## src/rtl/load_store_unit_pkg.sv

```systemverilog
// Shared definitions for the load/store unit: size codes, FSM states
// and the default data memory depth.
package lsu_pkg;

    localparam int MEM_WORDS_DEFAULT = 1000;

    localparam logic [1:0] SZ_BYTE = 2'b00;
    localparam logic [1:0] SZ_HALF = 2'b01;
    localparam logic [1:0] SZ_WORD = 2'b10;

    typedef enum logic [2:0] {
        S_IDLE,
        S_READ,
        S_CAPTURE,
        S_WRITE,
        S_FIN
    } lsu_state_e;

endpackage

```

## src/rtl/load_store_unit_if.sv

```systemverilog
// Pipeline-side request bundle and memory-side bus bundle of the LSU.
// The master drives the request or the bus, the slave answers it.
interface lsu_req_if;
    logic        Req;
    logic        Req_we;
    logic [1:0]  Req_size;
    logic        Req_unsigned;
    logic [31:0] Req_addr;
    logic [31:0] Req_wdata;
    logic        Busy;
    logic        Done;
    logic        Fault;
    logic [31:0] Load_data;

    modport master (
        output Req, Req_we, Req_size, Req_unsigned, Req_addr, Req_wdata,
        input  Busy, Done, Fault, Load_data
    );

    modport slave (
        input  Req, Req_we, Req_size, Req_unsigned, Req_addr, Req_wdata,
        output Busy, Done, Fault, Load_data
    );
endinterface

interface lsu_mem_if;
    logic [31:0] Mem_address;
    logic [31:0] Mem_write_data;
    logic        Mem_read;
    logic        Mem_write;
    logic [31:0] Mem_read_data;

    modport master (
        output Mem_address, Mem_write_data, Mem_read, Mem_write,
        input  Mem_read_data
    );

    modport slave (
        input  Mem_address, Mem_write_data, Mem_read, Mem_write,
        output Mem_read_data
    );
endinterface

```

## src/rtl/load_store_unit_lane_mux.sv

```systemverilog
// Big-endian lane select: extracts/extends load lanes and merges
// store lanes into the word read back from memory.
module lsu_lane_mux
    import lsu_pkg::*;
(
    input  logic [31:0] rdata_i,
    input  logic [31:0] wdata_i,
    input  logic [1:0]  off_i,
    input  logic [1:0]  size_i,
    input  logic        uns_i,
    output logic [31:0] ld_o,
    output logic [31:0] st_o
);

    logic [4:0]  sh;
    logic [7:0]  b;
    logic [15:0] h;

    always_comb begin
        sh   = 5'd0;
        b    = 8'd0;
        h    = 16'd0;
        ld_o = rdata_i;
        st_o = wdata_i;
        unique case (size_i)
            SZ_BYTE: begin
                // offset 0 is the most significant byte
                sh   = {~off_i, 3'b000};
                b    = 8'(rdata_i >> sh);
                ld_o = {{24{~uns_i & b[7]}}, b};
                st_o = (rdata_i & ~(32'h0000_00FF << sh))
                     | ({24'd0, wdata_i[7:0]} << sh);
            end
            SZ_HALF: begin
                sh   = {~off_i[1], 4'b0000};
                h    = 16'(rdata_i >> sh);
                ld_o = {{16{~uns_i & h[15]}}, h};
                st_o = (rdata_i & ~(32'h0000_FFFF << sh))
                     | ({16'd0, wdata_i[15:0]} << sh);
            end
            default: begin
                ld_o = rdata_i;
                st_o = wdata_i;
            end
        endcase
    end

endmodule

```

## src/rtl/load_store_unit.sv

```systemverilog
// MEM-stage load/store controller for a word-addressed single-port
// data memory, with read-modify-write for sub-word stores.
module load_store_unit
    import lsu_pkg::*;
#(
    parameter int MEM_WORDS = MEM_WORDS_DEFAULT
) (
    input  logic      Clk,
    input  logic      Rst_n,
    lsu_req_if.slave  req,
    lsu_mem_if.master mem
);

    lsu_state_e  state_q, state_d;
    logic        we_q;
    logic        uns_q;
    logic [1:0]  size_q;
    logic [1:0]  off_q;
    logic [29:0] idx_q;
    logic [31:0] wdata_q;
    logic [31:0] mwd_q;
    logic [31:0] ld_q;
    logic        done_q;
    logic        fault_q;

    logic        accept;
    logic        bad;
    logic        rd;
    logic        wr;
    logic [31:0] ld_ext;
    logic [31:0] st_merge;

    assign accept = req.Req & (state_q == S_IDLE);

    always_comb begin
        bad = 1'b0;
        unique case (1'b1)
            (req.Req_size == 2'b11):                  bad = 1'b1;
            (req.Req_size == SZ_HALF):                bad = req.Req_addr[0];
            (req.Req_size == SZ_WORD):                bad = |req.Req_addr[1:0];
            default:                                  bad = 1'b0;
        endcase
        if ({2'b00, req.Req_addr[31:2]} >= 32'(MEM_WORDS)) begin
            bad = 1'b1;
        end
    end

    always_comb begin
        state_d = state_q;
        rd      = 1'b0;
        wr      = 1'b0;
        unique case (state_q)
            S_IDLE: begin
                if (accept) begin
                    if (bad) begin
                        state_d = S_FIN;
                    end else if (req.Req_we && req.Req_size == SZ_WORD) begin
                        state_d = S_WRITE;
                    end else begin
                        state_d = S_READ;
                    end
                end
            end
            S_READ: begin
                rd      = 1'b1;
                state_d = S_CAPTURE;
            end
            S_CAPTURE: begin
                state_d = we_q ? S_WRITE : S_FIN;
            end
            S_WRITE: begin
                wr      = 1'b1;
                state_d = S_FIN;
            end
            S_FIN: begin
                state_d = S_IDLE;
            end
            default: begin
                state_d = S_IDLE;
            end
        endcase
    end

    lsu_lane_mux u_lane (
        .rdata_i (mem.Mem_read_data),
        .wdata_i (wdata_q),
        .off_i   (off_q),
        .size_i  (size_q),
        .uns_i   (uns_q),
        .ld_o    (ld_ext),
        .st_o    (st_merge)
    );

    always_ff @(posedge Clk or negedge Rst_n) begin
        if (!Rst_n) begin
            state_q <= S_IDLE;
            done_q  <= 1'b0;
            fault_q <= 1'b0;
        end else begin
            state_q <= state_d;
            done_q  <= (state_d == S_FIN);
            fault_q <= accept & bad;
        end
    end

    always_ff @(posedge Clk or negedge Rst_n) begin
        if (!Rst_n) begin
            we_q    <= 1'b0;
            uns_q   <= 1'b0;
            size_q  <= SZ_BYTE;
            off_q   <= 2'd0;
            idx_q   <= 30'd0;
            wdata_q <= 32'd0;
            mwd_q   <= 32'd0;
            ld_q    <= 32'd0;
        end else begin
            if (accept) begin
                we_q    <= req.Req_we;
                uns_q   <= req.Req_unsigned;
                size_q  <= req.Req_size;
                off_q   <= req.Req_addr[1:0];
                idx_q   <= req.Req_addr[31:2];
                wdata_q <= req.Req_wdata;
                if (req.Req_we && req.Req_size == SZ_WORD) begin
                    mwd_q <= req.Req_wdata;
                end
            end
            if (state_q == S_CAPTURE) begin
                if (we_q) begin
                    mwd_q <= st_merge;
                end else begin
                    ld_q <= ld_ext;
                end
            end
        end
    end

    assign req.Busy      = (state_q != S_IDLE);
    assign req.Done      = done_q;
    assign req.Fault     = fault_q & done_q;
    assign req.Load_data = ld_q;

    assign mem.Mem_address    = {2'b00, idx_q};
    assign mem.Mem_write_data = mwd_q;
    assign mem.Mem_read       = rd;
    assign mem.Mem_write      = wr;

endmodule

```

## src/flat_wrapper.sv

```systemverilog
// flat-port wrapper written by rule: the top's interface ports become plain ports
module load_store_unit_flat import lsu_pkg::*;
#(
    parameter int MEM_WORDS = MEM_WORDS_DEFAULT
)
  (Clk, Rst_n, req_Req, req_Req_we, req_Req_size, req_Req_unsigned, req_Req_addr, req_Req_wdata, req_Busy, req_Done, req_Fault, req_Load_data, mem_Mem_address, mem_Mem_write_data, mem_Mem_read, mem_Mem_write, mem_Mem_read_data);
  lsu_req_if req_i ();
  lsu_mem_if mem_i ();
  input  logic Clk;
  input  logic Rst_n;
  input wire logic [$bits(req_i.Req)-1:0] req_Req;
  input wire logic [$bits(req_i.Req_we)-1:0] req_Req_we;
  input wire logic [$bits(req_i.Req_size)-1:0] req_Req_size;
  input wire logic [$bits(req_i.Req_unsigned)-1:0] req_Req_unsigned;
  input wire logic [$bits(req_i.Req_addr)-1:0] req_Req_addr;
  input wire logic [$bits(req_i.Req_wdata)-1:0] req_Req_wdata;
  output wire logic [$bits(req_i.Busy)-1:0] req_Busy;
  output wire logic [$bits(req_i.Done)-1:0] req_Done;
  output wire logic [$bits(req_i.Fault)-1:0] req_Fault;
  output wire logic [$bits(req_i.Load_data)-1:0] req_Load_data;
  output wire logic [$bits(mem_i.Mem_address)-1:0] mem_Mem_address;
  output wire logic [$bits(mem_i.Mem_write_data)-1:0] mem_Mem_write_data;
  output wire logic [$bits(mem_i.Mem_read)-1:0] mem_Mem_read;
  output wire logic [$bits(mem_i.Mem_write)-1:0] mem_Mem_write;
  input wire logic [$bits(mem_i.Mem_read_data)-1:0] mem_Mem_read_data;
  assign req_i.Req = req_Req;
  assign req_i.Req_we = req_Req_we;
  assign req_i.Req_size = req_Req_size;
  assign req_i.Req_unsigned = req_Req_unsigned;
  assign req_i.Req_addr = req_Req_addr;
  assign req_i.Req_wdata = req_Req_wdata;
  assign req_Busy = req_i.Busy;
  assign req_Done = req_i.Done;
  assign req_Fault = req_i.Fault;
  assign req_Load_data = req_i.Load_data;
  assign mem_Mem_address = mem_i.Mem_address;
  assign mem_Mem_write_data = mem_i.Mem_write_data;
  assign mem_Mem_read = mem_i.Mem_read;
  assign mem_Mem_write = mem_i.Mem_write;
  assign mem_i.Mem_read_data = mem_Mem_read_data;
  load_store_unit #(.MEM_WORDS(MEM_WORDS)) u_core (.Clk(Clk), .Rst_n(Rst_n), .req(req_i), .mem(mem_i));
endmodule
```

## config.mk

```make
export PLATFORM = sky130hd
export DESIGN_NAME = load_store_unit_flat
export DESIGN_NICKNAME = d
export VERILOG_FILES = /design/src/rtl/load_store_unit_pkg.sv /design/src/rtl/load_store_unit_if.sv /design/src/rtl/load_store_unit_lane_mux.sv /design/src/rtl/load_store_unit.sv /design/src/flat_wrapper.sv
export SDC_FILE = /design/constraint.sdc
export NUM_CORES = 1
export LEC_CHECK = 0
export CORE_MARGIN = 5
export CORE_UTILIZATION = 38
export CTS_BUF_LIST = sky130_fd_sc_hd__clkbuf_4 sky130_fd_sc_hd__clkbuf_8 sky130_fd_sc_hd__clkbuf_16
export CTS_CLUSTER_SIZE = 30
export DETAILED_ROUTE_END_ITERATION = 7
export HOLD_SLACK_MARGIN = 0.05
export MAX_ROUTING_LAYER = met4
export PLACE_DENSITY_LB_ADDON = 0.25
export SLEW_MARGIN = 20
export SYNTH_ARGS = -nofsm -noshare
export SYNTH_HDL_FRONTEND = slang
export SYNTH_HIERARCHICAL = 1
export SYNTH_SLANG_ARGS = --single-unit
```

## constraint.sdc

```tcl
create_clock -name Clk -period 2 [get_ports Clk]
set_clock_uncertainty 0.1 [all_clocks]
set_input_delay 0.4 -clock Clk [delete_from_list [all_inputs] [get_ports Clk]]
set_output_delay 0.4 -clock Clk [all_outputs]
set_load 0.05 [all_outputs]
```

# Word level (Yosys, flattened, before mapping)

Cells that the tools add are included.

Input bits: 103
Memories: 0
Output and inout port bits: 101
Bits in writable memories: 0
Memory bits (read-only): 0
Flip-flop bits (word level): 137
Bits in latches: 0
Logic and storage cells: 62

Multiplexer cells: 15
Multipliers: 0
Equality and inequality tests: 8
$lt $le $gt $ge: 1
Reduce and logical (&&, ||, !) cells: 6
Add/sub/neg operators: 0
Bitwise gates (word level): 15
Divide/modulo/power cells: 0
Shift-type cells: 6

Operators with widths:

| kind                                                                | count |
|---|---|
| two-way mux 32 bit                                                  | 4 |
| case mux 32 bit (2 select lines)                                    | 2 |
| AND 32 bit                                                          | 2 |
| inverter 32 bit                                                     | 2 |
| bitwise OR 32 bit                                                   | 2 |
| left shift 16 x 5 -> 32 bit                                         | 1 |
| left shift 16 x 5 -> 32 bit, first input constant                   | 1 |
| left shift 8 x 5 -> 32 bit                                          | 1 |
| left shift 8 x 5 -> 32 bit, first input constant                    | 1 |
| right shift 32 x 5 -> 16 bit                                        | 1 |
| right shift 32 x 5 -> 8 bit                                         | 1 |
| greater-or-equal comparator 30 x 10 -> 1 bit, second input constant | 1 |
| case mux 3 bit (4 select lines)                                     | 1 |
| two-way mux 3 bit                                                   | 3 |
| equality test 3 x 2 -> 1 bit, second input constant                 | 2 |
| AND 1 bit                                                           | 5 |
| equality test 2 x 1 -> 1 bit, second input constant                 | 2 |
| equality test 2 bit, second input constant                          | 2 |
| equality test 3 x 1 -> 1 bit, second input constant                 | 1 |
| equality test 3 bit, second input constant                          | 1 |
| zero test 3 bit                                                     | 1 |
| two-way mux 1 bit                                                   | 3 |
| inverter 1 bit                                                      | 3 |
| case mux 1 bit (3 select lines)                                     | 1 |
| 7 further kinds                                                     | 7 |

# Depth between registers and ports, before layout

Gate-level depths: netlist (run 1).

Depth after elaboration: 8
Mapped depth: 8
Depth with buffers taken out: 5

# Cells and area by module

Netlist (run 1), hierarchy kept.

Modules (own cells, without submodules):

| module          | times used | cells an instance | seq. area each (µm²) | area an instance (µm²) |
|---|---|---|---|---|
| load_store_unit | 1          | 529               | 3428.3               | 5512.8 |
| lsu_lane_mux    | 1          | 217               | 0.0                  | 1422.6 |

# Worst setup path after synthesis (run 1)

No wires, ideal clock.

Path kind: reg2out
From: register u_core.state_q[0]
To: output port mem_Mem_read
Stages on the path, launching flop included: 2
Buffers on the path: 0
Data arrival time: 1.670 ns
Data required time: 1.500 ns
Path slack: -0.170 ns
Cells stage by stage: dfrtp_1 > nor3b_1

Cells in the longest elaborated chain, start to end: 2

Ends and longest elaborated chain:

| element                      | RTL line               | source |
|---|---|---|
| start, declared              | load_store_unit.sv:14  | `lsu_state_e state_q, state_d;` |
| start signal, assigned       | load_store_unit.sv:100 | `state_q <= state_d;` |
| equality test 3 x 1 -> 1 bit | load_store_unit.sv:52  | `unique case (state_q)` |
| two-way mux 1 bit            | load_store_unit.sv:52  |  |
| end, declared                | flat_wrapper.sv:23     | `output wire logic [$bits(mem_i.Mem_read)-1:0] mem_Mem_read;` |

No other way between the ends.

# Worst setup path in the final report (run 1)

From: register u_core.state_q[0]
To: output port req_Busy

Cells in the longest elaborated chain, start to end: 1

Ends and longest elaborated chain:

| element            | RTL line               | source |
|---|---|---|
| nonzero test 3 bit | load_store_unit.sv:138 | `assign req.Busy = (state_q != S_IDLE);` |
| end, declared      | flat_wrapper.sv:17     | `output wire logic [$bits(req_i.Busy)-1:0] req_Busy;` |

No other way between the ends.

==> results.json, run 1 <==
{
  "status": "finished with violations",
  "violations": "negative setup slack",
  "fmax_mhz": 499,
  "leakagePower_nw": 4.83,
  "detail-route-antenna-nets": 0,
  "rsz0062_at_grt": "true",
  "vias": 6432,
  "arrival_ns": 1.50,
  "worst_pin_slew_ns": 0.675,
  "ys_seq_area_frac": 0.494,
  "clkTransAtPathRegs_ns": 0.06,
  "syn_area_per_cell_sq_um": 9.30,
  "finalNetCount": 1073,
  "worstSetupEndpointType": "output pin",
  "synthArstFlopShare": 1.00,
  "layout_setup_ws_ns": -0.00475,
  "numCtsBuffers": 17,
  "drive_gt1_frac": 0.242,
  "stdcell_area_sq_um": 10000,
  "power_frac_seq": 0.340,
  "syn2layout_area_growth_pct": 44.3,
  "first_iter_violations": 370,
  "layout_commonest_cell": "nand2_1",
  "period_share": 1.00,
  "setup.worst_path.start_class": "flop",
  "yosysWarningCount": 6,
  "die_h_um": 145,
  "clock_sinks": 137,
  "grt_pass1_wl_mm": 36.1,
  "grtUsageTotal": 0.220,
  "cts.htree.levels": 4,
  "p_sw_mw": 3.37,
  "power_frac_clock": 0.350,
  "place.gp.congestion": 0.920,
  "synth_top_area_frac": 0.494,
  "place_area_sq_um": 9300,
  "wl_per_cell_um": 18.6,
  "synthesis.area_sq_um": 6940,
  "synth_flop_cell": "dfrtp_1",
  "port_buffers": 201,
  "fin_cells": 1213,
  "peakVddDrop_mv": 0.641,
  "die_area_sq_um": 21100,
  "synthCells": 746,
  "final-hold-violation-count": 0,
  "max-slew-margin-rel": 0.550,
  "cp_max_fo": 5,
  "fp.dieW_um": 145,
  "hp-class": "in2async",
  "p_per_area_nw_per_um2": 989,
  "drv_slew": 0,
  "synthTopCellsByArea": "dfrtp_1 (49%), nand2_1 (15%), mux2i_1 (6.8%)",
  "drv_cap": 0,
  "drtPass1Iterations": 5,
  "drc": 0,
  "grt_max_degree": 54,
  "placedCellCount": 1175,
  "fin_crit_ns": 2.00,
  "utilization": 0.557,
  "cts_buffer_depth": 2,
  "clock_latency_ns": 0.43,
  "core_area_sq_um": 18000,
  "grt.overflow.total": 0,
  "p_int_mw": 6.53,
  "setup.worst_path.class": "reg2out",
  "dpl.hpwl_mm": 16.6,
  "start_util": 0.386,
  "layout_common_cells": "nand2_1 (285), buf_4 (137), dfrtp_1 (135)",
  "wl_mm": 22.6,
  "ios": 204,
  "synth_top_cell_by_area": "dfrtp_1",
  "yosys_register_bits": 137,
  "num_rows": 49,
  "viasPerCell": 5.30,
  "cp.required_ns": 1.50,
  "holdWs_ns": 0.366,
  "synth_edf_count": 0,
  "grt_pass1_vias": 6480,
  "pwr-share-comb": 0.310,
  "antenna_found_initial": 1,
  "finalSetupViolations": 1,
  "synthDistinctLibCells": 48,
  "switching_share": 0.340,
  "cts_tree": "yes",
  "cts_root_buf": "clkbuf_16"
}
-- worst paths after layout --
check | slack [ns] | cells past startpoint | endpoint | start
setup / recovery | -0.005 | 3 | req_Busy | u_core/state_q[0]
hold reg to reg | 0.37 | 2 | u_core/idx_q[0] | u_core/idx_q[0]
max in group asynchronous | 0.86 | 3 | u_core/req.Load_data[2] | Rst_n
setup reg to reg | 0.05 | 4 | u_core/req.Load_data[10] | u_core/off_q[1]
hold / removal | 0.37 | 2 | u_core/mem.Mem_write_data[19] | Rst_n
min in group Clk | 0.37 | 2 | u_core/idx_q[0] | u_core/idx_q[0]
-- layer usage --
layer | part of all wire | global-route usage | vias up
li1 | - | - | 3003
met5 | 0 | - | -
met2 | 0.46 | 0.319 | 262
met3 | 0.083 | 0.0677 | 40
met1 | 0.43 | 0.287 | 3127
met4 | 0.030 | 0.0877 | 0
-- cells by family after synthesis --
logic type / count (synthesis) / share of synthesized area
and+or+nand+nor: 334 / 0.202
DFF: 137 / 0.494
AOI/OAI and AO/OA: 129 / 0.126
muxes: 89 / 0.138
buffers and inverters: 56 / 0.0393
other: 1 / 0.000541
-- layout make-up --
| cell class | instances | area, sq um |
|---|---|---|
| sequential | 137 | 3430 |
| tap | 229 | 287 |
| fill | 1630 | 7960 |
| clock buffer | 25 | 510 |
| multi-input combinational | 554 | 3260 |
| clock inverter | 7 | 138 |
| antenna | 1 | 2.50 |
| inverter | 1 | 3.75 |
| timing repair buffer | 259 | 2370 |
-- cells in the mapped netlist, drive strengths merged, types with 8 or more instances --
master,instances
dfrtp,137
mux2,41
o21ai,51
o22a,8
a221o,8
or3,9
o22ai,8
buf,18
a22o,8
nand2b,9
a21oi,8
o31ai,8
nand2,285
mux2i,47
a22oi,17
clkbuf,37
-- power groups by stage --
stage | combinational, mW | sequential, mW | clock [mW]
6_report | 3.07 | 3.37 | 3.46
5_1_grt | 3.27 | 3.41 | 3.63
4_1_cts | 3.08 | 3.37 | 3.50
3_5_place_dp | 3.07 | 3.40 | 0
3_3_place_gp | 3.04 | 3.40 | 0
2_1_floorplan | 1.03 | 4.21 | 0
-- through the flow --
stage               TNS [ns]  setup slack, ns  power [mW]
floorplan                  0           0.0194        5.24
global placement      -14.66           -0.369        6.45
detailed placement    -16.88           -0.392        6.48
CTS                 -0.00918         -0.00918        9.95
global route         -0.0588          -0.0442        10.3
finish              -0.00475         -0.00475        9.90
-- worst max-delay path, cell delays in order (launching register included) --
cell	delay, ns
dfrtp_1	0.39
buf_6	0.14
or3_4	0.39
buf_8	0.16
-- sequential cells by signal, indices dropped and copies added (netlist names) --
| name | flops |
|---|---|
| u_core/size_q | 2 |
| u_core/we_q | 1 |
| u_core/wdata_q | 32 |
| u_core/off_q | 2 |
| u_core/req.Done | 1 |
| u_core/state_q | 3 |
| u_core/idx_q | 30 |
| u_core/fault_q | 1 |
| u_core/uns_q | 1 |
| u_core/req.Load_data | 32 |
| u_core/mem.Mem_write_data | 32 |
-- what timing repair did --
item                                    4_1_cts  5_1_grt
endpoints found under the setup margin       22        4
resized for setup                            11        0
endpoints found under the hold margin        36        0
buffers inserted                              2        2
hold buffers                                  1        0
No activity file was read; power rests on OpenSTA's default activity.
==> run 2, diff against run 1 <==
Settings changed: CORE_MARGIN 5 to 3, CTS_CLUSTER_DIAMETER set to 30, SKIP_LAST_GASP set to 1.
==> results.json, run 2 (same netlist as run 1, synthesis figures left out) <==
{
  "status": "finished with violations",
  "violations": "negative setup slack",
  "cp_max_fo": 5,
  "dpl.hpwl_mm": 16.1,
  "core_area_sq_um": 17600,
  "rsz0062_at_grt": "true",
  "cts.htree.levels": 4,
  "crit_slowest_cell": "dfrtp_1",
  "setup.worst_path.class": "reg2out",
  "max-slew-margin-rel": 0.550,
  "grt_pass1_vias": 6400,
  "port_buffers": 201,
  "grt.overflow.total": 0,
  "worstSetupEndpointType": "output pin",
  "crit_family": "flip-flops",
  "wl_per_cell_um": 18.4,
  "numCtsBuffers": 17,
  "layout_setup_ws_ns": -0.00129,
  "antenna_found_initial": 1,
  "path_buf_inv": 2,
  "arrival_ns": 1.50,
  "drc": 0,
  "drv_cap": 0,
  "cts_buffer_depth": 2,
  "finalNetCount": 1076,
  "period_share": 1.00,
  "finalSetupViolations": 1,
  "grt_max_degree": 39,
  "start_util": 0.394,
  "setup.worst_path.start_class": "flop",
  "fmax_mhz": 500,
  "peakVddDrop_mv": 0.608,
  "leakagePower_nw": 4.83,
  "stdcell_area_sq_um": 10000,
  "drive_gt1_frac": 0.241,
  "die_h_um": 141,
  "place_area_sq_um": 9300,
  "num_rows": 48,
  "fin_crit_ns": 2.00,
  "syn2layout_area_growth_pct": 44.7,
  "utilization": 0.570,
  "place.gp.congestion": 0.921,
  "die_area_sq_um": 19900,
  "clock_sinks": 137,
  "cp.required_ns": 1.50,
  "grt_pass1_wl_mm": 35.1,
  "crit_chain": "buf_6 -> or3_4 -> buf_8",
  "layout_common_cells": "nand2_1 (285), dfrtp_1 (135), buf_4 (134)",
  "drv_slew": 0,
  "detail-route-antenna-nets": 0,
  "max_stage_delay_ns": 0.39,
  "cts_root_buf": "clkbuf_16",
  "drtPass1Iterations": 5,
  "vias": 6357,
  "final-hold-violation-count": 0,
  "p_per_area_nw_per_um2": 975,
  "clock_latency_ns": 0.42,
  "cts_tree": "yes",
  "layout_commonest_cell": "nand2_1",
  "clkTransAtPathRegs_ns": 0.06,
  "wl_mm": 22.3,
  "first_iter_violations": 499,
  "fp.dieW_um": 141,
  "grtUsageTotal": 0.230,
  "worst_pin_slew_ns": 0.674,
  "viasPerCell": 5.25,
  "hp-class": "in2async",
  "ios": 204
}
==> run 2: through the flow <==
step                      worst slack, ns  total power, mW  TNS (ns)  hold WS (ns)  instances
after floorplan                    0.0194             5.24         0       0.00441        747
after global placement             -0.366             6.44    -15.35         0.236       1172
after detailed placement           -0.409             6.47    -16.54         0.235       1172
after CTS                         -0.0213             9.84   -0.0290         0.348       1208
after global routing              -0.0441             10.2    -0.538         0.370       1211
final                            -0.00129             9.78  -0.00129         0.349       1211
==> run 2: layer usage <==
layer	GRT usage	vias up	share of wire
met5	-	-	0
met4	0.0632	0	0.017
met3	0.0624	24	0.075
met2	0.351	243	0.46
met1	0.304	3085	0.45
li1	-	3005	-
==> run 2: cell type report <==
| cell class | count | area (sq um) |
|---|---|---|
| fill | 1596 | 7560 |
| sequential | 137 | 3430 |
| multi-input combinational | 554 | 3280 |
| timing repair buffer | 262 | 2410 |
| clock buffer | 19 | 453 |
| tap | 225 | 282 |
| clock inverter | 12 | 174 |
| inverter | 1 | 3.75 |
| antenna | 1 | 2.50 |
==> run 2: what timing repair did <==
action	4_1_cts	5_1_grt
cloned	0	1
setup buffers	4	1
endpoints found under the hold margin	32	0
hold buffers	1	0
setup endpoints to repair	29	26
pin swaps	1	1
resized for setup	17	6
==> run 2: worst reg2reg max path, delay by kind of cell (launching register included) <==
| family | cells | cell delay (ns) |
|---|---|---|
| AND/OR/NAND/NOR | 1 | 0.21 |
| multiplexers | 2 | 0.84 |
| flip-flops | 1 | 0.44 |
| AO/OA/AOI/OAI | 1 | 0.27 |
==> run 2: report_power, final <==
part	switching [mW]	internal (mW)	leakage, nW
logic	1.95	1.13	2.80
clock network	1.20	2.14	0.297
registers	0.246	3.12	1.73
==> run 2: final timing paths <==
check	end	slack, ns	from	cells after the start
max in group asynchronous	u_core/idx_q[7]	0.85	Rst_n	3
worst max register to register	u_core/req.Load_data[12]	0.03	u_core/off_q[1]	4
worst max-delay path	req_Busy	-0.001	u_core/state_q[1]	3
min in group Clk	u_core/wdata_q[31]	0.37	u_core/wdata_q[31]	2
worst min-delay path	u_core/wdata_q[18]	0.35	Rst_n	2
worst min register to register	u_core/wdata_q[31]	0.37	u_core/wdata_q[31]	2
